**config.mk**
```make
export PLATFORM = sky130hd
export DESIGN_NAME = mem_access_ctrl
export DESIGN_NICKNAME = d
export VERILOG_FILES = /design/src/rtl/mem_access_ctrl.sv
export SDC_FILE = /design/constraint.sdc
export NUM_CORES = 1
export LEC_CHECK = 0
export ABC_AREA = 1
export CAP_MARGIN = 20
export CELL_PAD_IN_SITES_DETAIL_PLACEMENT = 0
export CELL_PAD_IN_SITES_GLOBAL_PLACEMENT = 1
export CORE_MARGIN = 2
export CORE_UTILIZATION = 27
export CTS_BUF_LIST = sky130_fd_sc_hd__clkbuf_4
export CTS_CLUSTER_DIAMETER = 200
export CTS_CLUSTER_SIZE = 14
export DETAILED_ROUTE_END_ITERATION = 10
export PLACE_DENSITY = 0.85
export SETUP_SLACK_MARGIN = 0.1
export SYNTH_ARGS = -nofsm -noshare
export SYNTH_HDL_FRONTEND = slang
export SYNTH_SLANG_ARGS = --single-unit
```
**constraint.sdc**
```tcl
create_clock -name clk -period 1.9 [get_ports clk]
set_clock_uncertainty 0.05 [all_clocks]
set_input_delay 0.38 -clock clk [delete_from_list [all_inputs] [get_ports clk]]
set_output_delay 0.38 -clock clk [all_outputs]
set_load 0.05 [all_outputs]
```
**src/rtl/mem_access_ctrl.sv**
```systemverilog
// Load/store sequencer: decodes DM vs. bridge-peripheral targets, checks alignment/range,
// drives DM byte enables and runs the peripheral req/ack handshake with a timeout.
module mem_access_ctrl #(
    parameter int unsigned DM_WORDS = 4096,
    parameter int unsigned TIMEOUT  = 15
) (
    input  logic        clk,
    input  logic        reset_n,
    input  logic        mem_req,
    input  logic        mem_we,
    input  logic [1:0]  mem_size,
    input  logic [31:0] mem_addr,
    input  logic [31:0] mem_wdata,
    output logic        mem_stall,
    output logic [31:0] mem_rdata,
    output logic [1:0]  mem_exc,
    output logic        dm_en,
    output logic [3:0]  dm_be,
    output logic [31:0] dm_addr,
    output logic [31:0] dm_wdata,
    input  logic [31:0] dm_rdata,
    output logic        dev_req,
    output logic        dev_we,
    output logic [31:0] dev_addr,
    output logic [31:0] dev_wdata,
    input  logic [31:0] dev_rdata,
    input  logic        dev_ack
);

    localparam int unsigned CW       = $clog2(TIMEOUT + 1);
    localparam logic [31:0] DM_LIMIT = 32'(DM_WORDS * 4);

    typedef enum logic [1:0] {
        S_IDLE,
        S_REQ,
        S_DONE
    } state_t;

    state_t        state, state_next;
    logic [CW-1:0] cnt;
    logic [CW-1:0] cnt_inc;
    logic [31:0]   rdata_q;
    logic          tmo_flag;

    logic is_word, is_half, is_byte;
    logic is_dev, in_dm, misalign, addr_err;
    logic start;
    logic [3:0] be_store;

    assign is_word = (mem_size == 2'b00) || (mem_size == 2'b11);
    assign is_half = (mem_size == 2'b01);
    assign is_byte = (mem_size == 2'b10);

    assign is_dev = (mem_addr == 32'h0000_7f00) || (mem_addr == 32'h0000_7f04) ||
                    (mem_addr == 32'h0000_7f08) || (mem_addr == 32'h0000_7f10) ||
                    (mem_addr == 32'h0000_7f14) || (mem_addr == 32'h0000_7f18);
    assign in_dm    = (mem_addr < DM_LIMIT);
    assign misalign = (is_half && mem_addr[0]) || (is_word && (mem_addr[1:0] != 2'b00));
    assign addr_err = misalign || (is_dev && !is_word) || (!is_dev && !in_dm);

    assign cnt_inc  = cnt + 1'b1;
    assign dm_addr  = {mem_addr[31:2], 2'b00};
    assign dev_req  = (state == S_REQ);
    assign mem_rdata = (state == S_DONE) ? rdata_q : dm_rdata;

    always_comb begin
        be_store = 4'b1111;
        dm_wdata = mem_wdata;
        if (is_byte) begin
            be_store = 4'b0001 << mem_addr[1:0];
            dm_wdata = {4{mem_wdata[7:0]}};
        end else if (is_half) begin
            be_store = 4'b0011 << {mem_addr[1], 1'b0};
            dm_wdata = {2{mem_wdata[15:0]}};
        end
    end

    always_comb begin
        state_next = state;
        mem_stall  = 1'b0;
        mem_exc    = 2'b00;
        dm_en      = 1'b0;
        dm_be      = 4'b0000;
        start      = 1'b0;
        case (state)
            S_IDLE: begin
                if (mem_req) begin
                    if (addr_err) begin
                        mem_exc = mem_we ? 2'b10 : 2'b01;
                    end else if (is_dev) begin
                        mem_stall  = 1'b1;
                        start      = 1'b1;
                        state_next = S_REQ;
                    end else begin
                        dm_en = 1'b1;
                        dm_be = mem_we ? be_store : 4'b0000;
                    end
                end
            end
            S_REQ: begin
                mem_stall = 1'b1;
                // ack takes priority over a timeout expiring in the same cycle
                if (dev_ack || (cnt_inc == CW'(TIMEOUT))) begin
                    state_next = S_DONE;
                end
            end
            S_DONE: begin
                mem_exc    = tmo_flag ? 2'b11 : 2'b00;
                state_next = S_IDLE;
            end
            default: state_next = S_IDLE;
        endcase
    end

    always_ff @(posedge clk or negedge reset_n) begin
        if (!reset_n) begin
            state     <= S_IDLE;
            dev_we    <= 1'b0;
            dev_addr  <= '0;
            dev_wdata <= '0;
            rdata_q   <= '0;
            cnt       <= '0;
            tmo_flag  <= 1'b0;
        end else begin
            state <= state_next;
            if (start) begin
                dev_addr  <= mem_addr;
                dev_we    <= mem_we;
                dev_wdata <= mem_wdata;
                cnt       <= '0;
                tmo_flag  <= 1'b0;
            end
            if (state == S_REQ) begin
                cnt <= cnt_inc;
                if (dev_ack) begin
                    rdata_q <= dev_we ? '0 : dev_rdata;
                end else if (cnt_inc == CW'(TIMEOUT)) begin
                    rdata_q  <= '0;
                    tmo_flag <= 1'b1;
                end
            end
        end
    end

endmodule

```
Word-level counts from Yosys, hierarchy flattened
Index checks and enable logic that the tools add are counted.
{"block": "totals", "reg_bits": 104, "input_bits": 135, "out_inout_bits": 170, "elab_cells": 89}
{"block": "op_classes", "n_addsub": 1, "order_cmp": 1, "n_eq_ne": 16, "shifts": 2, "muxes": 38, "n_reduce_logical": 24}
{"operator": "$eq 32x15->1 const B", "n": 6}
{"operator": "$mux 32", "n": 6}
{"operator": "$mux 4", "n": 9}
{"operator": "$lt 32x15->1 const B", "n": 1}
{"operator": "$mux 2", "n": 8}
{"operator": "$mux 1", "n": 12}
{"operator": "$logic_or 1x1->1", "n": 10}
{"operator": "$pmux 2 s2", "n": 2}
{"operator": "$eq 2x2->1 const B", "n": 3}
{"operator": "$ne 2x2->1 const B", "n": 3}
{"operator": "$reduce_bool 2->1", "n": 3}
{"operator": "$add 4x1->4 const B", "n": 1}
{"operator": "$eq 2x1->1 const B", "n": 2}
{"operator": "$eq 4x4->1 const B", "n": 1}
{"operator": "$logic_and 1x1->1", "n": 4}
{"operator": "$logic_not 2->1", "n": 2}
{"operator": "$reduce_and 4->1", "n": 1}
{"operator": "$shl 1x2->4 const A", "n": 1}
{"operator": "$shl 2x2->4 const A", "n": 1}
{"operator": "$logic_not 1->1", "n": 3}
{"operator": "$ne 2x1->1 const B", "n": 1}
{"operator": "$pmux 1 s2", "n": 1}
{"operator": "$reduce_and 2->1", "n": 1}

Logic depth before layout (Yosys ltp)
{"block": "logic_depth", "word_depth": 16, "depth_mapped": 12, "ltp_nobuf": 11}

Worst setup path after synthesis
No wires, ideal clock.
{"block": "synth_timing", "path_type": "in2out", "from": "in mem_size[0]", "to": "out dm_be[3]", "arrival_time_ps": 2284, "required_time_ps": 1470, "setup_slack_ps": -814, "cell_stages": 7, "n_path_buf": 2, "path_cell_list": "inv_1 > ha_1 > clkbuf_1 > nor2_1 > buf_2 > o22ai_1 > nor3_1"}
{"block": "synth_between", "elab_chain_cells": 9, "elab_cells_between_ends": 19, "classes_between": "eq/ne (3); mux (7); reduce/logical (9)"}
{"item": "from (decl)", "line_no": "11", "source": "input logic [1:0] mem_size,"}
{"item": "branches (longest 6 deep; another with $mux 4)"}
{"item": "$mux 4 *", "line_no": "88", "source": "if (addr_err) begin"}
{"item": "$mux 4 *", "line_no": "87", "source": "if (mem_req) begin"}
{"item": "$mux 4 *", "line_no": "85", "source": "case (state)"}
{"item": "to (decl)", "line_no": "18", "source": "output logic [3:0] dm_be,"}
Mark *: on every way between the ends.

Worst setup path in the final report
{"block": "layout_timing", "from": "reg state[1]", "to": "out mem_stall"}
{"block": "layout_between", "elab_chain_cells": 2, "elab_cells_between_ends": 3, "classes_between": "eq/ne (1); mux (1); reduce/logical (1)"}
{"item": "from (decl)", "line_no": "39", "source": "state_t state, state_next;"}
{"item": "from (signal assigned)", "line_no": "125", "source": "state <= state_next;"}
{"item": "$eq 2x1->1 or $logic_not 2->1 (tied branches)", "line_no": "85"}
{"item": "$pmux 1 s2 *", "line_no": "85"}
{"item": "to (decl)", "line_no": "14", "source": "output logic mem_stall,"}
Mark *: on every way between the ends. The rest lies on a longest branch, timed or not.

==> flow_summary.toml <==
[drt]
viasPerCell = 4.47
dr.pass1.iters = 5
vias = 6211
wl_mm = 24.4
drtIter0Drc = 238
drtAntennaViolNets = 0
detail_route.wl_per_cell_um = 17.6
drc = 0

[setup_path]
cp_slowest_cell = "dfrtp_1"
path_cells = "nor2_2 > nand2_2 > buf_8 > clkinv_4 > nand4_1 > buf_4 > nand2_4 > buf_12"
endpoint_kind = "primary output"
worst-path-buf-inv = 4
crit_required_ps = 1470
startpoint_type = "flip-flop"
worstSetupPathType = "flip-flop to primary output"
cp.arrival_ps = 1900
path_max_fanout = 2
reg2reg_depth = 11
slowest_delay_ps = 440
crit_family = "buffers and inverters"
crit_cells = 8

[floorplan]
boundaryPins = 305
dieHeight_um = 148
core_sq_um = 20200
dieWidth_um = 148
die_area_sq_um = 21800
start_util_pct = 27.6
rows = 52

[yosys]
yosys_warnings = 0
synthesis.instances = 734
synth.area.top_cells = "dfrtp_1 47%, nand2_1 22%, buf_4 5.8%, inv_1 4.3%, nand3_1 3.9%"
synth_top_area_share_pct = 46.6
synth_cell_type_count = 33
syn-cell-area_sq_um = 5580
ys_ff_latch = 104
syn_avg_cell_area_sq_um = 7.61
synth_top_area_cell = "dfrtp_1"
seq_area_frac_synth_pct = 46.6

[clocking]
root_buffer = "clkbuf_4"
cts.sinks = 104
clockBufferDepth = 2
clkLatencyLatePin_ps = 490
cts_tree = "built"
cts_buffers = 9
htreeDepth = 3
clkSlewWorstSetupHoldPaths_ps = 190

[cells_and_area]
fillers = 1713
stdcell_count = 1388
area_delta_synth_final_pct = 113
multi_input_area_sq_um = 3100
nets = 1250
drive_above_1_share_pct = 48.5
regArea_sq_um = 2600

[worst_hold_path]
hp-class = "input pin to flip-flop"
hold_depth = 3

[place]
dp_hpwl_mm = 16.8
portBuffers = 302
place_congestion = 0.827
place_inst = 1319

[pwr]
cellPowerDensity_nw_per_um2 = 477
p_leak_nw = 6.04
total_power_mw = 5.66
irDropWorstVdd_uv = 345

[run_status]
violations = "setup timing"
outcome = "finished with violations"

[global_route]
track_usage_pct = 20.4
overflow = 0
grt_pass1_wl_mm = 34.5
grt_max_degree = 45
grt_pass1_vias = 6175
antenna_found_initial = 2

[timing]
finalCritPeriodShare_pct = 123
timing.hold.ws_ps = 117
rsz0062_at_grt = "true"
finalMaxSlewViolations = 0
max_freq_mhz = 429
setup_viol_count_final = 44
final.setup.worst_slack_ps = -429
tns_ps = -15840
fin_crit_ps = 2330
hold_violations = 0

[run]
cap_violations = 0
## cell type report
class,instances,area share (%)
clock inverters,7,0.790
clock buffers,9,0.569
diodes,2,0.0422
inverters,65,2.41
repair buffers,436,45.3
flip-flops and latches,104,21.9
multi-input cells,495,26.1
well taps,270,2.85
## power breakdown
group,switching (mW),internal (mW)
Combinational,1.09,1.01
Clock,0.911,0.339
Sequential,0.0375,2.27
## worst register-to-register path: cells and delay by family (launching register included)
kind | cells | cell delay (ps)
buffers and inverters | 6 | 800
flip-flops | 1 | 440
AND/OR/NAND/NOR | 5 | 530
## logic make-up (layout without fill, tap and decap cells)
kind of cell	after synthesis	after routing	share of synthesized area, %
adder cells (fa/ha/maj)	4	4	0.896
flip-flops	104	104	46.6
buffers and inverters	138	517	13.9
AND/OR/NAND/NOR	428	430	31.8
AO/OA/AOI/OAI	57	57	6.25
other	1	4	0.0672
XOR/XNOR	2	2	0.448
## metrics by stage
stage / worst slack (ps) / util (%) / cell area [sq um]
2_1_floorplan: -392 / - / 5820
3_3_place_gp: -703 / 50.0 / 10100
3_5_place_dp: -729 / 50.0 / 10100
5_1_grt: -538 / 58.7 / 11900
4_1_cts: -511 / 54.2 / 11000
6_report: -429 / 58.7 / 11900
## cells in the final DEF, fill, tap and decap left out, types with 3 or more instances in the layout
master           netlist  final
inv_1                 64     54
inv_8                  0      4
clkbuf_16              0      8
nor3_4                 0      4
buf_12                 0    108
inv_4                  1      4
nand4_1                4      4
clkdlybuf4s15_1        0      5
clkbuf_4               0      9
clkdlybuf4s50_1        0     88
inv_6                  0      3
nand3_1               44     43
buf_8                  1     16
o211ai_1               9      9
dfrtp_1              104    104
nand2_1              324    191
nor2_2                 2      6
nand2_8                1      4
nor2_4                 1      6
o21ai_1               22     17
o21ai_4                0      9
nor2_1                32     23
clkinv_8               0      3
buf_4                 43    139
o21ai_2                9     15
dlygate4sd2_1          0     25
buf_6                 10     27
clkdlybuf4s15_2        0      3
nand2_4                0     50
buf_2                  6      8
nand2_2               11     93
buf_16                 0      6
## worst paths after layout
check / endpoint / startpoint / slack (ps)
max in group asynchronous: tmo_flag / reset_n / 920
worst max-delay path: mem_stall / state[1] / -430
worst min register to register: dev_addr[9] / dev_addr[9] / 440
worst max register to register: cnt[2] / state[1] / 10
min in group asynchronous: dev_addr[25] / reset_n / 330
worst min-delay path: dev_wdata[11] / mem_wdata[11] / 120
## registers in the layout, indices dropped and copies added, names as in the netlist
| name | count |
|---|---|
| cnt | 4 |
| rdata_q | 32 |
| state | 2 |
| dev_wdata | 32 |
| tmo_flag | 1 |
| dev_we | 1 |
| dev_addr | 32 |
## cell usage after synthesis
cell type	n
o21ai_0	12
nor2_2	2
nand2_2	11
buf_8	1
nor3_1	4
o21ai_2	9
o22ai_1	1
conb_1	1
nand2_8	1
buf_2	6
a21oi_1	2
nor2_8	1
inv_1	64
nand3b_4	1
nand3_1	44
xnor2_2	1
o21ai_1	22
xnor2_1	1
buf_6	10
nand2_1	324
dfrtp_1	104
ha_1	4
nor2_4	1
or2_2	2
nand3_2	1
a21oi_2	1
nor2_1	32
o211ai_1	9
clkbuf_1	13
o31ai_1	1
nand4_1	4
inv_4	1
buf_4	43
## routing by layer
layer / vias to the layer above / share of wire [%] / global-route usage (%)
met5: - / 0 / 0
met3: 38 / 4.4 / 3.77
met1: 2993 / 42 / 26.3
met4: 0 / 3.1 / 7.36
li1: 2991 / - / -
met2: 189 / 50 / 34.3
## what timing repair did
item | in CTS | in global routing
buffers inserted | 17 | 17
setup endpoints to repair | 130 | 133
hold buffers | 1 | 0
pin swaps | 43 | 39
cloned | 6 | 10
endpoints found under the hold margin | 24 | 0
resized for setup | 237 | 148
No activity file was read; power rests on OpenSTA's default activity.
